File: src/rtl/uart_pkg.sv
// Shared types and constants for the UART transmit arbiter.
// Holds the arbiter state encoding and the default data-word width.
package uart_pkg;

  localparam int DEFAULT_DATA_BITS = 8;
  localparam int MIN_CNT_BITS      = 4;

  typedef enum logic [1:0] {
    IDLE  = 2'd0,
    START = 2'd1,
    BUSY  = 2'd2
  } arb_state_t;

  // The start counter must reach timeout-1 and is never narrower than four bits.
  function automatic int cntWidth(input int timeout);
    int w;
    w = $clog2(timeout);
    return (w > MIN_CNT_BITS) ? w : MIN_CNT_BITS;
  endfunction

endpackage

File: src/rtl/rr_pick.sv
// Combinational round-robin picker: returns the first asserted request
// at or after the pointer, wrapping modulo NUM_REQ.
module rr_pick #(
  parameter int NUM_REQ = 4,
  parameter int IDX_W   = $clog2(NUM_REQ)
) (
  input  logic [NUM_REQ-1:0] i_req,
  input  logic [IDX_W-1:0]   i_ptr,
  output logic               o_valid,
  output logic [IDX_W-1:0]   o_idx
);

  logic [IDX_W-1:0] w_cand;

  // Scan from the farthest offset down to the pointer so the nearest hit is written last.
  always_comb begin
    o_valid = 1'b0;
    o_idx   = '0;
    w_cand  = '0;
    for (int k = NUM_REQ - 1; k >= 0; k--) begin
      w_cand = IDX_W'((int'(i_ptr) + k) % NUM_REQ);
      if (i_req[w_cand]) begin
        o_valid = 1'b1;
        o_idx   = w_cand;
      end
    end
  end

endmodule

File: src/rtl/uart_tx_arbiter.sv
// Round-robin arbiter sharing one UART transmitter among NUM_REQ requesters,
// with a start handshake timeout when the transmitter never goes busy.
module uart_tx_arbiter
  import uart_pkg::*;
#(
  parameter int NUM_REQ       = 4,
  parameter int DATA_BITS     = DEFAULT_DATA_BITS,
  parameter int START_TIMEOUT = 16
) (
  input  logic                         Clk,
  input  logic                         Rst,
  input  logic [NUM_REQ-1:0]           Req,
  input  logic [NUM_REQ*DATA_BITS-1:0] Req_Data,
  input  logic                         CTS,
  input  logic                         Tx_Busy,
  output logic [DATA_BITS-1:0]         Tx_Data,
  output logic                         Transmit_Start,
  output logic [NUM_REQ-1:0]           Grant,
  output logic [NUM_REQ-1:0]           Done,
  output logic [$clog2(NUM_REQ)-1:0]   Cur_Id,
  output logic                         Arb_Busy,
  output logic                         Start_Timeout
);

  localparam int ID_W  = $clog2(NUM_REQ);
  localparam int CNT_W = cntWidth(START_TIMEOUT);
  localparam logic [CNT_W-1:0] CNT_LAST = CNT_W'(START_TIMEOUT - 1);

  arb_state_t r_state;
  arb_state_t w_nextState;

  logic [ID_W-1:0]      r_ptr;
  logic [CNT_W-1:0]     r_cnt;
  logic [DATA_BITS-1:0] r_txData;
  logic [ID_W-1:0]      r_curId;
  logic [NUM_REQ-1:0]   r_grant;
  logic [NUM_REQ-1:0]   r_done;
  logic                 r_timeout;

  logic                 w_pickValid;
  logic [ID_W-1:0]      w_pickIdx;
  logic [ID_W-1:0]      w_ptrNext;
  logic                 w_grantFire;
  logic                 w_frameDone;
  logic                 w_timeoutFire;

  rr_pick #(
    .NUM_REQ (NUM_REQ),
    .IDX_W   (ID_W)
  ) u_pick (
    .i_req   (Req),
    .i_ptr   (r_ptr),
    .o_valid (w_pickValid),
    .o_idx   (w_pickIdx)
  );

  assign w_ptrNext = (w_pickIdx == ID_W'(NUM_REQ - 1)) ? '0 : w_pickIdx + ID_W'(1);

  always_ff @(posedge Clk or negedge Rst) begin
    if (!Rst) r_state <= IDLE;
    else      r_state <= w_nextState;
  end

  // Tx_Busy takes priority over the timeout so a late-but-valid start still proceeds.
  always_comb begin
    w_nextState   = r_state;
    w_grantFire   = 1'b0;
    w_frameDone   = 1'b0;
    w_timeoutFire = 1'b0;
    case (r_state)
      IDLE: begin
        if (w_pickValid && CTS && !Tx_Busy) begin
          w_nextState = START;
          w_grantFire = 1'b1;
        end
      end
      START: begin
        if (Tx_Busy) begin
          w_nextState = BUSY;
        end else if (r_cnt == CNT_LAST) begin
          w_nextState   = IDLE;
          w_timeoutFire = 1'b1;
        end
      end
      BUSY: begin
        if (!Tx_Busy) begin
          w_nextState = IDLE;
          w_frameDone = 1'b1;
        end
      end
      default: w_nextState = IDLE;
    endcase
  end

  always_ff @(posedge Clk or negedge Rst) begin
    if (!Rst) begin
      r_ptr     <= '0;
      r_cnt     <= '0;
      r_txData  <= '0;
      r_curId   <= '0;
      r_grant   <= '0;
      r_done    <= '0;
      r_timeout <= 1'b0;
    end else begin
      r_grant   <= '0;
      r_done    <= '0;
      r_timeout <= w_timeoutFire;
      if (r_state == START) r_cnt <= r_cnt + CNT_W'(1);
      else                  r_cnt <= '0;
      if (w_grantFire) begin
        r_txData <= Req_Data[w_pickIdx*DATA_BITS +: DATA_BITS];
        r_curId  <= w_pickIdx;
        r_grant  <= NUM_REQ'(1) << w_pickIdx;
        r_ptr    <= w_ptrNext;
      end
      if (w_frameDone) r_done <= NUM_REQ'(1) << r_curId;
    end
  end

  assign Tx_Data        = r_txData;
  assign Cur_Id         = r_curId;
  assign Grant          = r_grant;
  assign Done           = r_done;
  assign Start_Timeout  = r_timeout;
  assign Transmit_Start = (r_state == START);
  assign Arb_Busy       = (r_state != IDLE);

endmodule
File: config.mk
export PLATFORM = sky130hd
export DESIGN_NAME = uart_tx_arbiter
export DESIGN_NICKNAME = d
export VERILOG_FILES = /design/src/rtl/uart_pkg.sv /design/src/rtl/rr_pick.sv /design/src/rtl/uart_tx_arbiter.sv
export SDC_FILE = /design/constraint.sdc
export NUM_CORES = 1
export LEC_CHECK = 0
export BUFFER_PORTS_ARGS = -buffer_cell sky130_fd_sc_hd__buf_2
export CORE_MARGIN = 10
export CORE_UTILIZATION = 47
export DETAILED_ROUTE_END_ITERATION = 12
export PLACE_DENSITY = 0.79
export SETUP_SLACK_MARGIN = 0.5
export SKIP_LAST_GASP = 1
export SLEW_MARGIN = 5
export SYNTH_ARGS = -nofsm -noshare
export SYNTH_HDL_FRONTEND = slang
export SYNTH_SLANG_ARGS = --single-unit
export TNS_END_PERCENT = 20
File: constraint.sdc
create_clock -name Clk -period 2.62 [get_ports Clk]
set_input_delay 0.131 -clock Clk [delete_from_list [all_inputs] [get_ports Clk]]
set_output_delay 0.131 -clock Clk [all_outputs]
set_load 0.02 [all_outputs]
# Yosys cells after proc, flatten, opt, wreduce, memory -nomap -nowiden
# Index checks and enable logic that the tools add are counted.
word_totals:
  ff_bits: 27
  in_bits: 40
  out_inout_bits: 21
  wordCells: 65
op_classes:
  n_addsub: 5
  magnitude_cmp: 4
  n_eq_ne: 7
  shifts: 3
  n_mux: 32
  reduce_logical: 6
op_table:
  columns: ["op", "count"]
  rows:
  - ["indexed part select 32 x 6 -> 8 bit", 1]
  - ["2-to-1 mux 2 bit", 9]
  - ["2-to-1 mux 1 bit", 15]
  - ["< comparator 2 x 3 -> 1 bit (second input constant)", 4]
  - ["2-to-1 mux 4 bit", 3]
  - ["binary-select mux 1 bit (select 2 bit)", 4]
  - ["left shift 1 x 2 -> 4 bit (first input constant)", 2]
  - ["case mux 2 bit (3 select lines)", 1]
  - ["adder 2 x 1 -> 2 bit (second input constant)", 2]
  - ["adder 2 bit (second input constant)", 2]
  - ["adder 4 x 1 -> 4 bit (second input constant)", 1]
  - ["== test 2 bit (second input constant)", 2]
  - ["== test 4 bit (second input constant)", 1]
  - ["inequality test 2 bit (second input constant)", 2]
  - ["inequality test 3 x 2 -> 1 bit (second input constant)", 1]
  - ["AND reduction 3 bit", 1]
  - ["== test 2 x 1 -> 1 bit (second input constant)", 1]
  - ["logical AND 1 bit", 2]
  - ["logical NOT 2 bit", 1]
  - ["nonzero test 2 bit", 1]
  - ["logical NOT 1 bit", 1]

# Logic depth before layout (Yosys ltp)
# Gate-level depths: netlist (run 1).
logic_depth:
  depth_word: 12
  depth_mapped: 7
  mapped_depth_nobuf: 7

# By module
# A second synthesis (run 1) with hierarchy kept.
unflattened:
  cells_unflattened: 100
  hier_area_um2: 1356.3
modules_own_cells:
  columns: ["mod", "instances", "cells_each", "area_per_inst_um2", "seq_area_each_um2"]
  rows:
  - ["uart_tx_arbiter", 1, 87, 1278.7, 675.6]
  - ["rr_pick", 1, 13, 77.6, 0.0]

# Least setup slack after synthesis (run 1)
# OpenSTA, ideal clock, no wires.
synth_path:
  path_type: "reg2reg"
  from: "register r_ptr[1]"
  to: "register r_txData[0], in the netlist Tx_Data[0]"
  setup_time_ns: 0.126
  t_arrival_ns: 1.762
  required_time_ns: 2.494
  path_slack_ns: 0.731
  stages_incl_launch_ff: 7
  n_path_buf: 0
  synth_period_minus_slack_ns: 1.889
  path_cell_list: "dfrtp_1 -> nand2b_1 -> a21oi_2 -> nor3_4 -> inv_4 -> mux2_4 -> a221o_1"
synth_lines:
  columns: ["element", "line_no", "source"]
  rows:
  - ["from (decl)", "uart_tx_arbiter.sv:32", "logic [ID_W-1:0] r_ptr;"]
  - ["from (signal assigned)", "uart_tx_arbiter.sv:114", "r_ptr <= w_ptrNext;"]
  - ["adder 2 bit", "rr_pick.sv:21", "w_cand = IDX_W'((int'(i_ptr) + k) % NUM_REQ);"]
  - ["binary-select mux 1 bit (select 2 bit)", "rr_pick.sv:22", "if (i_req[w_cand]) begin"]
  - ["2-to-1 mux 1 bit (implied by the code)", "rr_pick.sv:22", null]
  - ["2-to-1 mux 2 bit (3 in series)", "rr_pick.sv:22", null]
  - ["2-to-1 mux 2 bit (*)", "rr_pick.sv:22", null]
  - ["named net u_pick.o_idx[0]", "rr_pick.sv:10", "output logic [IDX_W-1:0] o_idx"]
  - ["indexed part select 32 x 6 -> 8 bit (*)", "uart_tx_arbiter.sv:111", "r_txData <= Req_Data[w_pickIdx*DATA_BITS +: DATA_BITS];"]
  - ["to (signal assigned)", "uart_tx_arbiter.sv:111", null]
  - ["to (decl)", "uart_tx_arbiter.sv:34", "logic [DATA_BITS-1:0] r_txData;"]
# The timed path passes the listed nets; every way through them passes the cells marked *. The select of a mux whose other input is x is not followed.
# A chain may end at the register's enable or synchronous reset.

# Final worst setup path (run 1)
layout_path:
  from: "register r_ptr[1]"
  to: "register r_txData[7], in the netlist Tx_Data[7]"
# Same word-level chain as after synthesis.

==> results.txt, run 1 <==
* Antenna-violating nets left: 0
- The die is 75.45 microns tall.
- A synthesized cell averages 10.78 sq um.
- Clock latency on the worst-skew pair: 0.31 ns
- The worst hold path terminates at Start_Timeout.
* Largest net degree at the start of global routing: 28
- Post-layout net count: 243
- Required time of the critical path: 2.82 ns
- CTS placed an instance of sky130_fd_sc_hd__clkbuf_4 at the clock tree root.
- Maximum clock frequency: 501.6 MHz
- The number of antenna violations at the first check in global routing is 0.
* Critical register-to-register path startpoint: r_ptr[1]
* Top cell types by occurrence after synthesis: sky130_fd_sc_hd__dfrtp_1, sky130_fd_sc_hd__a21oi_1, sky130_fd_sc_hd__nor2_1
- Using the TritonRoute via totals, the vias-per-cell ratio works out to 5.513.
- The clock period could shrink to 1.994 ns.
- The worst hold path begins at Tx_Busy.
- Ys flop type: sky130_fd_sc_hd__dfrtp_1
- Run status: completed
- Number of diodes: 0
- First-pass GRT wire length: 6058 microns
- Die area: 5693 sq um
- Share of synthesized area occupied by flip-flops and latches: 0.4675
* Clock tree buffer depth: 2
- Post-DR wirelength/cell: 16.30 microns
- The most common cell in the synthesized netlist is sky130_fd_sc_hd__dfrtp_1.
- Setup Skew: 0.006528 ns
- The count of final max-slew check failures was 0.
- The initial utilization of the core area, before any placement, comes to 0.4812.
- HP Class: input port to flop
- For the worst setup path, the data arrival time is 2.20 ns.
- Across all register-to-register paths, the minimum setup slack is 0.63 ns.
- Pwr dens: 778.3 nW/um^2
* Maximum fanout along the worst path: 11
* Synth area leaders: sky130_fd_sc_hd__dfrtp_1, sky130_fd_sc_hd__mux2_4, sky130_fd_sc_hd__a221o_1
* Count of yosys warnings during synthesis: 0
- Across the run, the number of max-cap violations was 0.
- RSZ-0062 raised after global routing: false
- In this run the critical register-to-register path is captured at Tx_Data[7].
* Share of cells above drive strength 1: 0.4264
- CTS saw 27 sinks.
- Of the available clock period, the critical path in the final layout requires 0.7609.
- The worst-case IR drop observed on VDD is 0.0003564 V.
* Total GRT Usage: 0.1333
- The worst register-to-register path has a depth of 6.
- Final global-route overflow total: 0
- Post-route setup slack: 0.6265 ns
- Tightest Pin Transition: 0.6383 ns
* Nature of the critical path endpoint: flop
- Async set-reset flop share out of synthesis: 1.000
- Row generation in the floorplan step produced 20 rows.
- Port buffering added 60 buffers.
- Synthesized Nets: 179
* Die X: 75.45 microns
- Setup violation total in the final timing report: 0
* Setup slack at placement: 0.5411 ns
* Share of the synthesized area in the top cell type: 0.4675
- Detailed routing inserted a total of 1268 vias.
- H-Tree Depth: 1
- Count of endpoints failing hold in the final timing report: 0
- Type of element launching the critical path: flop
- Critical Path Start: r_ptr[1]
- Buffers inserted during clock tree synthesis total 3.
- Clock-pin transition on the worst setup and hold timing paths: 0.14 ns
- The pre-antenna-repair detailed-routing pass consisted of 4 iterations.
- Cell count of the worst hold path: 2
- The setup path with the least slack is of type flop to flop.
- CTS tree: built
- In the routed design, unresolved DRC markers number 0.
* Routability congestion estimate from global placement: 0.8612
- The number of global-route vias before repair was 1395.
* Cell taking the most area after synthesis: sky130_fd_sc_hd__dfrtp_1
* Post-synthesis cell area: 1445 sq um
- Violation count after the first detailed-routing iteration: 67
- In this run the tightest slew margin relative to its limit is 0.5729.
- Area added between synthesis and finish: 27.36%
* Placeable core region: 3003 sq um
- Post-synth EDFFs: 0
- Yosys mapped the design onto 36 distinct sky130hd cell types.
- Adding up every negative setup slack in the final design gives 0 ns.
- Count of state elements after synthesis: 27
- Cell leakage power: 0.9708 nW
- Count of mapped cells out of synthesis: 134
* DP Wirelength: 3052 microns
- For this block, the routed nets add up to 3749 microns of wire.
- 61 I/O pins were placed.
-- cells by family after synthesis --
group                    synth area share
buffers and inverters             0.02857
multiplexers                      0.08745
AND/OR/NAND/NOR                    0.1879
AO/OA/AOI/OAI                      0.1732
flip-flops                         0.4675
XOR/XNOR                          0.01212
adder cells (fa/ha/maj)           0.04329
-- through the flow --
stage,utilization,power [mW],hold slack (ns),cells,area [sq um]
after global placement,0.5921,1.238,0.1479,224,1778
final,0.6129,1.433,0.02441,230,1841
after detailed placement,0.5921,1.259,0.1682,224,1778
after global routing,0.6129,1.536,0.009730,230,1841
after CTS,0.6042,1.430,0.01797,229,1814
after floorplan,-,1.047,-0.1646,134,1445
-- power by group --
part           internal [mW]  switching, mW
combinational          0.285          0.375
sequential             0.517         0.0852
clock                 0.0594          0.111
total                  0.861          0.571
-- area by class of cell --
class / count / area, sq um
clock buffers: 4 / 26.28
well taps: 33 / 41.29
repair buffers: 63 / 325.3
multi-input cells: 97 / 747.0
flip-flops and latches: 27 / 675.6
fillers: 260 / 1162
inverters: 6 / 25.02
-- worst max-delay path, cell delays in order (launching register included) --
cell,delay [ns]
sky130_fd_sc_hd__dfrtp_1,0.46
sky130_fd_sc_hd__mux2i_2,0.31
sky130_fd_sc_hd__nor2_4,0.11
sky130_fd_sc_hd__nor3_4,0.23
sky130_fd_sc_hd__inv_4,0.14
sky130_fd_sc_hd__mux2_4,0.31
sky130_fd_sc_hd__a221o_1,0.32
-- per-layer routing --
layer / GRT usage / vias up / part of all wire
li1: - / 627 / -
met1: 0.1422 / 601 / 0.40
met2: 0.2370 / 38 / 0.50
met3: 0.04427 / 2 / 0.086
met4: 0.05155 / 0 / 0.0091
met5: 0 / - / 0
-- sequential cells by signal, summed over array words and instances, names as in the netlist --
register / count
r_cnt: 4
Done: 4
Cur_Id: 2
Start_Timeout: 1
r_state: 2
Grant: 4
r_ptr: 2
Tx_Data: 8
-- repair_timing --
item / 4_1_cts / 5_1_grt
buffers inserted: 0 / 1
endpoints found under the hold margin: 27 / 0
endpoints found under the setup margin: 0 / 8
resized for setup: 0 / 4
hold buffers: 1 / 0
-- worst max path at each step --
stage / slack, ns / end
floorplan: 0.73 / Tx_Data[0]
global placement: 0.65 / Tx_Data[7]
detailed placement: 0.54 / Tx_Data[3]
CTS: 0.52 / Tx_Data[7]
global route: 0.53 / Tx_Data[6]
finish: 0.63 / Tx_Data[7]
-- cells in the final DEF, fill, tap and decap left out, types with 2 or more instances in the layout --
cell type	count
sky130_fd_sc_hd__nand2_1	5
sky130_fd_sc_hd__a21o_1	2
sky130_fd_sc_hd__nor2_1	8
sky130_fd_sc_hd__nand4_1	8
sky130_fd_sc_hd__nor4_1	2
sky130_fd_sc_hd__clkbuf_4	3
sky130_fd_sc_hd__nand3_1	3
sky130_fd_sc_hd__a21oi_1	11
sky130_fd_sc_hd__ha_1	5
sky130_fd_sc_hd__and2_1	5
sky130_fd_sc_hd__dfrtp_1	27
sky130_fd_sc_hd__buf_2	60
sky130_fd_sc_hd__inv_1	5
sky130_fd_sc_hd__buf_4	2
sky130_fd_sc_hd__nand2b_1	4
sky130_fd_sc_hd__mux2_4	7
sky130_fd_sc_hd__or2_2	4
sky130_fd_sc_hd__a221o_1	8
sky130_fd_sc_hd__o31ai_1	8
Power figures use the tool's default switching activity.
==> inputs of run 2 (changes only) <==
CORE_UTILIZATION = 42   (was 47)
PLACE_DENSITY = 0.74   (was 0.79)
clock period = 1.77 ns   (was 2.62 ns; I/O delays follow)
==> results.txt, run 2 (synthesis results as in run 1) <==
- Run status: finished, violations left
- Violated checks: negative setup slack
* Required time of the critical path: 1.98 ns (-0.84 ns)
* Minimum clock period after layout: 1.811 ns (-0.1820 ns)
- RSZ-0062 raised after global routing: true
- The leakage power total was 1.034 nW (+6.5%).
- The total negative slack for setup checks is -0.2098 ns (-0.2098 ns).
- Worst hold margin: 0.01536 ns (-0.009046 ns)
- Post-route setup slack: -0.04148 ns (-0.6680 ns)
* Clock-pin transition on the worst setup and hold timing paths: 0.13 ns (about the same)
- Total GRT Usage: 0.1279 (-0.005381)
* Maximum fanout along the worst path: 9 (-2)
* Final global-route overflow total: 0 (unchanged)
- Initial antenna violation count: 0 (unchanged)
- The total number of vias came to 1327 (+4.7%).
- Die X: 78.66 microns (+4.3%)
- Arrival time reported for the critical path endpoint: 2.03 ns (-0.17 ns)
- Number of global-route vias before repair: 1497 (+7.3%)
* Placeable core region: 3337 sq um (+11%)
* Post-layout net count: 254 (+4.5%)
* Violation count after the first detailed-routing iteration: 55 (-18%)
* Relative contribution of combinational cells to total power: 0.486 (+0.025)
* Setup Skew: 0.003639 ns (-0.002889 ns)
- The top-level I/O count came to 61 (unchanged).
* Internal power contribution: 1.349 mW (+57%)
- Final-layout fill cell count: 300 (+15%)
* Final wirelength: 3987 microns (+6.3%)
* First-pass GRT wire length: 6651 microns (+9.8%)
- The portion of total power attributed to the clock network is 0.116 (-0.003).
- The pre-CTS setup slack came to -0.06131 ns (-0.6024 ns).
- The worst slew margin relative to its limit is 0.6035 (+0.03059).
- The layout cell share with drive strength beyond 1 is 0.4567 (+0.03033).
* Quantity of gates resized following cts: 0 (unchanged)
- The total area of multi-input combinational cells is 749.5 sq um (+0.34%).
- The total area of sequential cells is 675.6 sq um (unchanged).
- HP Class: input port to flop
- The first-pass iteration count of the detailed router is 4 (unchanged).
- The power density relative to cell area was 1139 nW/um^2 (+46%).
* Routability congestion estimate from global placement: 0.8579 (-0.38%)
- Max reg flops: 8 (unchanged)
* DP Wirelength: 3270 microns (+7.1%)
- Reg power frac: 0.399 (-0.021)
- The number of failing setup endpoints in the final timing report is 8 (+8).
- The post-route cell area was 1944 sq um (+5.6%).
- The post-route DRC violation count was 0 (unchanged).
- The final critical-path share of the clock period was 1.023 (+0.2626).
- Number of cell rows: 21 (+5.0%)
- Sinks on the clock net: 27 (unchanged)
- H-Tree Depth: 1 (unchanged)
- Clock tree synthesis selected as its root buffer the cell sky130_fd_sc_hd__clkbuf_4.
* Buffers on Ports: 60 (unchanged)
* Placed instance area: 1876 sq um (+5.5%)
* Post-DR wirelength/cell: 15.70 microns (-3.7%)
- The peak clock frequency supported by timing came to 552.0 MHz (+10%).
* Critical register-to-register path startpoint: r_ptr[1]
- Count of endpoints failing hold in the final timing report: 0 (unchanged)
- Switching share of power: 0.3907 (-0.008179)
- Start point of the worst min-delay path: Tx_Busy
* Highest-count cells in the layout ignoring fill and taps: sky130_fd_sc_hd__buf_2, sky130_fd_sc_hd__dfrtp_1, sky130_fd_sc_hd__buf_4, sky130_fd_sc_hd__a21oi_1
- The most critical setup path has its startpoint at r_ptr[1].
- The worst setup path is captured at a flop.
- Clock latency on the worst-skew pair: 0.32 ns (about the same)
* CTS tree: built
* Number of placed instances, taps included: 245 (+9.4%)
- The switching power is 865.0 uW (+51%).
- Largest net degree at the start of global routing: 28 (unchanged)
- TritonCTS Buffers: 3 (unchanged)
- The maximum resistive drop on vdd was 0.0003759 V (+5.5%).
* Count of maximum capacitance violations: 0 (unchanged)
- The chip height came to 78.66 microns (+4.3%).
- Clock tree buffer depth: 2 (unchanged)
- Die area: 6187 sq um (+8.7%)
- Leading cell type in the layout, fill and taps excluded: sky130_fd_sc_hd__buf_2
* Type of element launching the critical path: flop
* Antenna-violating nets left: 0 (unchanged)
- Area added between synthesis and finish: 34.55%
- Vias/cell: 5.224 (-5.2%)
- Kind of critical path: flop to flop
- Tightest Pin Transition: 0.5948 ns (-0.04353 ns)
- The count of final max-slew check failures is 0 (unchanged).
- The final cell count without fillers was 254 (+10%).
* Starting Density: 0.4331 (-0.04818)
- The diode insertion count for antenna repair was 0 (unchanged).
==> run 2: per-layer routing <==
metal / GRT usage / vias up / share of wire
met4: 0.03226 / 0 / 0.011
met5: 0 / - / 0
met1: 0.1491 / 625 / 0.43
met2: 0.2245 / 48 / 0.49
li1: - / 648 / -
met3: 0.03645 / 6 / 0.073
==> run 2: worst max-delay path, cell delays in order, from the launching register on <==
cell and delay (ns):
sky130_fd_sc_hd__dfrtp_1 0.43, sky130_fd_sc_hd__mux2i_1 0.28, sky130_fd_sc_hd__nor2_2 0.10, sky130_fd_sc_hd__nor3_4 0.17, sky130_fd_sc_hd__inv_4 0.12, sky130_fd_sc_hd__mux2_4 0.31
sky130_fd_sc_hd__a221o_1 0.30
==> run 2: power groups by stage <==
stage          combinational (mW)  sequential [mW]  clock [mW]
2_1_floorplan               0.549             1.02           0
3_3_place_gp                 1.00            0.890           0
3_5_place_dp                 1.04            0.894           0
4_1_cts                      1.08            0.882       0.267
5_1_grt                      1.18            0.902       0.289
6_report                     1.08            0.882       0.256
==> run 2: cell type report <==
class                      count  share of cell area
multi-input combinational     97              0.3855
sequential                    27              0.3475
timing repair buffer          74              0.2111
tap                           46             0.02960
clock buffer                   4             0.01351
inverter                       6             0.01287
==> run 2: path summary, 6_finish.rpt <==
| kind | endpoint | cells past startpoint | slack [ns] |
|---|---|---|---|
| worst max-delay path | Tx_Data[6] | 6 | -0.04 |
| worst min-delay path | r_state[1] | 3 | 0.02 |
| worst max register to register | Tx_Data[6] | 6 | -0.04 |
| worst min register to register | r_cnt[0] | 1 | 0.48 |
| max in group asynchronous | r_cnt[0] | 2 | 1.10 |
| min in group asynchronous | Start_Timeout | 2 | 0.29 |
==> run 2: through the flow <==
stage | total power, mW | utilization
final | 2.214 | 0.5827
after detailed placement | 1.931 | 0.5621
after CTS | 2.231 | 0.5827
after global routing | 2.376 | 0.5827
after global placement | 1.894 | 0.5621
after floorplan | 1.571 | -
==> run 2: timing repair <==
item,in CTS,in global routing
hold buffers,2,0
hold endpoints to repair,30,0
endpoints found under the setup margin,18,19
buffers inserted,3,0
==> inputs of run 3 (changes only) <==
BUFFER_PORTS_ARGS = unset   (was -buffer_cell sky130_fd_sc_hd__buf_2)
CAP_MARGIN = 20   (was unset)
CORE_UTILIZATION = 55   (was 42)
DONT_BUFFER_PORTS = 1   (was unset)
PLACE_DENSITY = 0.73   (was 0.74)
==> results.txt, run 3 (synthesis results as in run 1) <==
- H-Tree Depth: 1 (unchanged)
- The first-pass iteration count of the detailed router was 4 (unchanged).
- The worst setup path is captured at a flop.
* Critical Path Start: r_ptr[1]
- The final wirelength was 3917 microns (-1.8%).
* Die H: 71.26 microns (-9.4%)
* Routability congestion estimate from global placement: 0.7738 (-9.8%)
- The count of final max-slew check failures came to 0 (unchanged).
- The CTS clock-pin slew for the worst setup and hold paths is 0.15 ns (+0.02 ns).
- Count of maximum capacitance violations: 0 (unchanged)
* Die area: 5078 sq um (-18%)
* Largest net degree at the start of global routing: 28 (unchanged)
- The overall die width was 71.26 microns (-9.4%).
- The worst hold path belongs to the class input port to flop.
- Max IR drop VDD: 0.0008484 V (+130%)
- The effective utilization at floorplan came to 0.5781 (+0.1450).
- The core utilization of the finished layout came to 0.6517 (+0.06898).
* Reg2Reg Depth: 6 (unchanged)
- Compared with the post-synthesis result, the final layout area differs by 12.73%.
* Summed area of non-filler cells in the final layout: 1629 sq um (-16%)
- I/O pin cnt: 61 (unchanged)
* Arrival time reported for the critical path endpoint: 2.09 ns (+0.06 ns)
- Post-DR wirelength/cell: 22.26 microns (+42%)
- The worst setup path is launched from a flop.
* Worst setup path end: Tx_Data[0]
* RSZ-0062 raised after global routing: true
* Total via count in the routed design: 1150 (-13%)
- The post-route DRC violation count came to 0 (unchanged).
- DP Wirelength: 3000 microns (-8.3%)
- The core area came to 2500 sq um (-25%).
* Met1 usage: 0.1475 (-0.001582)
* Number of cell rows: 18 (-14%)
- The startpoint identified for the worst register-to-register timing path is r_ptr[1].
* Share of cells above drive strength 1: 0.2466 (-0.2102)
* Worst hold margin: 0.02211 ns (+0.006746 ns)
- The largest fanout of any net on the critical path came to 10 (+1).
- Initial antenna violation count: 0 (unchanged)
- The shortest period the worst path allows was 1.867 ns (+0.05584 ns).
- Maximum clock frequency: 535.5 MHz (-3.0%)
- The cell area after placement came to 1540 sq um (-18%).
* Required time of the critical path: 1.99 ns (about the same)
* Antenna-violating nets left: 0 (unchanged)
- The number of flip-flops under the largest register name is 8 (unchanged).
* End of the worst register-to-register path: Tx_Data[0]
- The number of global-route vias before repair was 1187 (-21%).
* Met2 global-route usage: 0.2539 (+0.02941)
- Headroom to the max-slew limit: 0.7422 (+0.1388)
- Final instance count without filler cells: 176 (-31%)
* Violated checks: negative setup slack
* Final-layout fill cell count: 184 (-39%)
- The global routing stage identified its most utilized layer as met2.
- The tree is rooted in a sky130_fd_sc_hd__clkbuf_4.
- Kind of critical path: flop to flop
- Post-layout net count: 192 (-24%)
* GR Util met3: 0.05647 (+0.02003)
- Count of endpoints failing hold in the final timing report: 0 (unchanged)
- The iteration-0 DRC count of the detailed router came to 55 (unchanged).
* Setup slack of the most critical reg-to-reg path: -0.1 ns (-0.06 ns)
- The number of failing setup endpoints in the final timing report was 8 (unchanged).
* Number of diodes: 0 (unchanged)
- CTS tree: built
- The clock sink count came to 27 (unchanged).
- The number of cells after detailed placement came to 167 (-32%).
- Leading cell type in the layout, fill and taps excluded: sky130_fd_sc_hd__dfrtp_1
* Tightest Pin Transition: 0.3862 ns (-0.2086 ns)
* Total GRT Usage: 0.1414 (+0.01348)
- Cell leakage power: 0.7726 nW (-25%)
* Highest-count cells in the layout ignoring fill and taps: sky130_fd_sc_hd__dfrtp_1, sky130_fd_sc_hd__a21oi_1, sky130_fd_sc_hd__buf_4
- The overall overflow remaining after global route was 0 (unchanged).
- The total area of multi-input combinational cells is 755.7 sq um (+0.83%).
* First-pass GRT wire length: 5892 microns (-11%)
- The power density relative to cell area is 1275 nW/um^2 (+12%).
* Vias/cell: 6.534 (+25%)
- The flow ran to the end, but the final reports show violations.
* Fraction of the cycle the final worst path needs: 1.055 (+0.03155)
- The number of buffers added on ports is 0 (-100%).
- Setup Skew: 0.002152 ns (-0.001487 ns)
- The worst-case setup margin in the final layout was -0.09733 ns (-0.05584 ns).
- The clock latency on the worst-skew pair came to 0.32 ns (about the same).
* TritonCTS Buffers: 3 (unchanged)
- Register area: 675.6 sq um (unchanged)
- Clock tree buffer depth: 2 (unchanged)
* Cell count of the worst hold path: 2 (-1)
[run 3: changes by cell type in the layout (fill, tap and decap cells not counted), sizes merged]
cell    change
buf        -62
clkbuf      -1
clkinv      +1
[run 3: metrics by stage]
step,TNS [ns],power (mW),setup slack (ns)
global placement,-0.004540,1.734,-0.002149
floorplan,-0.1790,1.571,-0.02238
detailed placement,-0.4064,1.767,-0.06353
finish,-0.5874,2.078,-0.09733
CTS,-0.3084,2.061,-0.06621
global route,-1.311,2.203,-0.1988
[run 3: worst min path at each step]
stage / startpoint / to / slack (ns)
3_3_place_gp: Rst / r_cnt[2] / -0.21
3_5_place_dp: Rst / r_cnt[2] / -0.21
6_report: Req_Data[23] / Tx_Data[7] / 0.02
4_1_cts: Req_Data[21] / Tx_Data[5] / 0.03
5_1_grt: Req_Data[21] / Tx_Data[5] / 0.002
2_1_floorplan: Rst / Cur_Id[0] / -0.21
[run 3: critical path, cell delays in order, from the launching register on]
cell                      delay (ns)
sky130_fd_sc_hd__dfrtp_1        0.46
sky130_fd_sc_hd__mux2i_2        0.28
sky130_fd_sc_hd__nor2_2         0.09
sky130_fd_sc_hd__nor3_4         0.18
sky130_fd_sc_hd__inv_4          0.13
sky130_fd_sc_hd__mux2_4         0.32
sky130_fd_sc_hd__a221o_1        0.30
[run 3: routing by layer]
layer  wire length (microns)  vias to the layer above
met2                    2143                       48
met4                      48                        0
met3                     339                        4
met5                       0                        -
met1                    1384                      571
li1                        -                      527
[run 3: area by class of cell]
cell class / count / area share
multi-input cells: 97 / 0.4639
flip-flops and latches: 27 / 0.4147
repair buffers: 12 / 0.06605
well taps: 30 / 0.02304
inverters: 6 / 0.01536
clock buffers: 3 / 0.01382
clock inverters: 1 / 0.003072
[run 3: power breakdown]
part           internal [mW]  switching, mW
clock                 0.0846          0.184
combinational          0.376          0.372
sequential             0.764          0.298
[run 3: repair_timing]
item	4_1_cts	5_1_grt
hold buffers	3	0
endpoints found under the setup margin	17	19
pin swaps	0	0
resized for setup	1	1
hold endpoints to repair	34	0
gates cloned	0	0
setup buffers	1	1
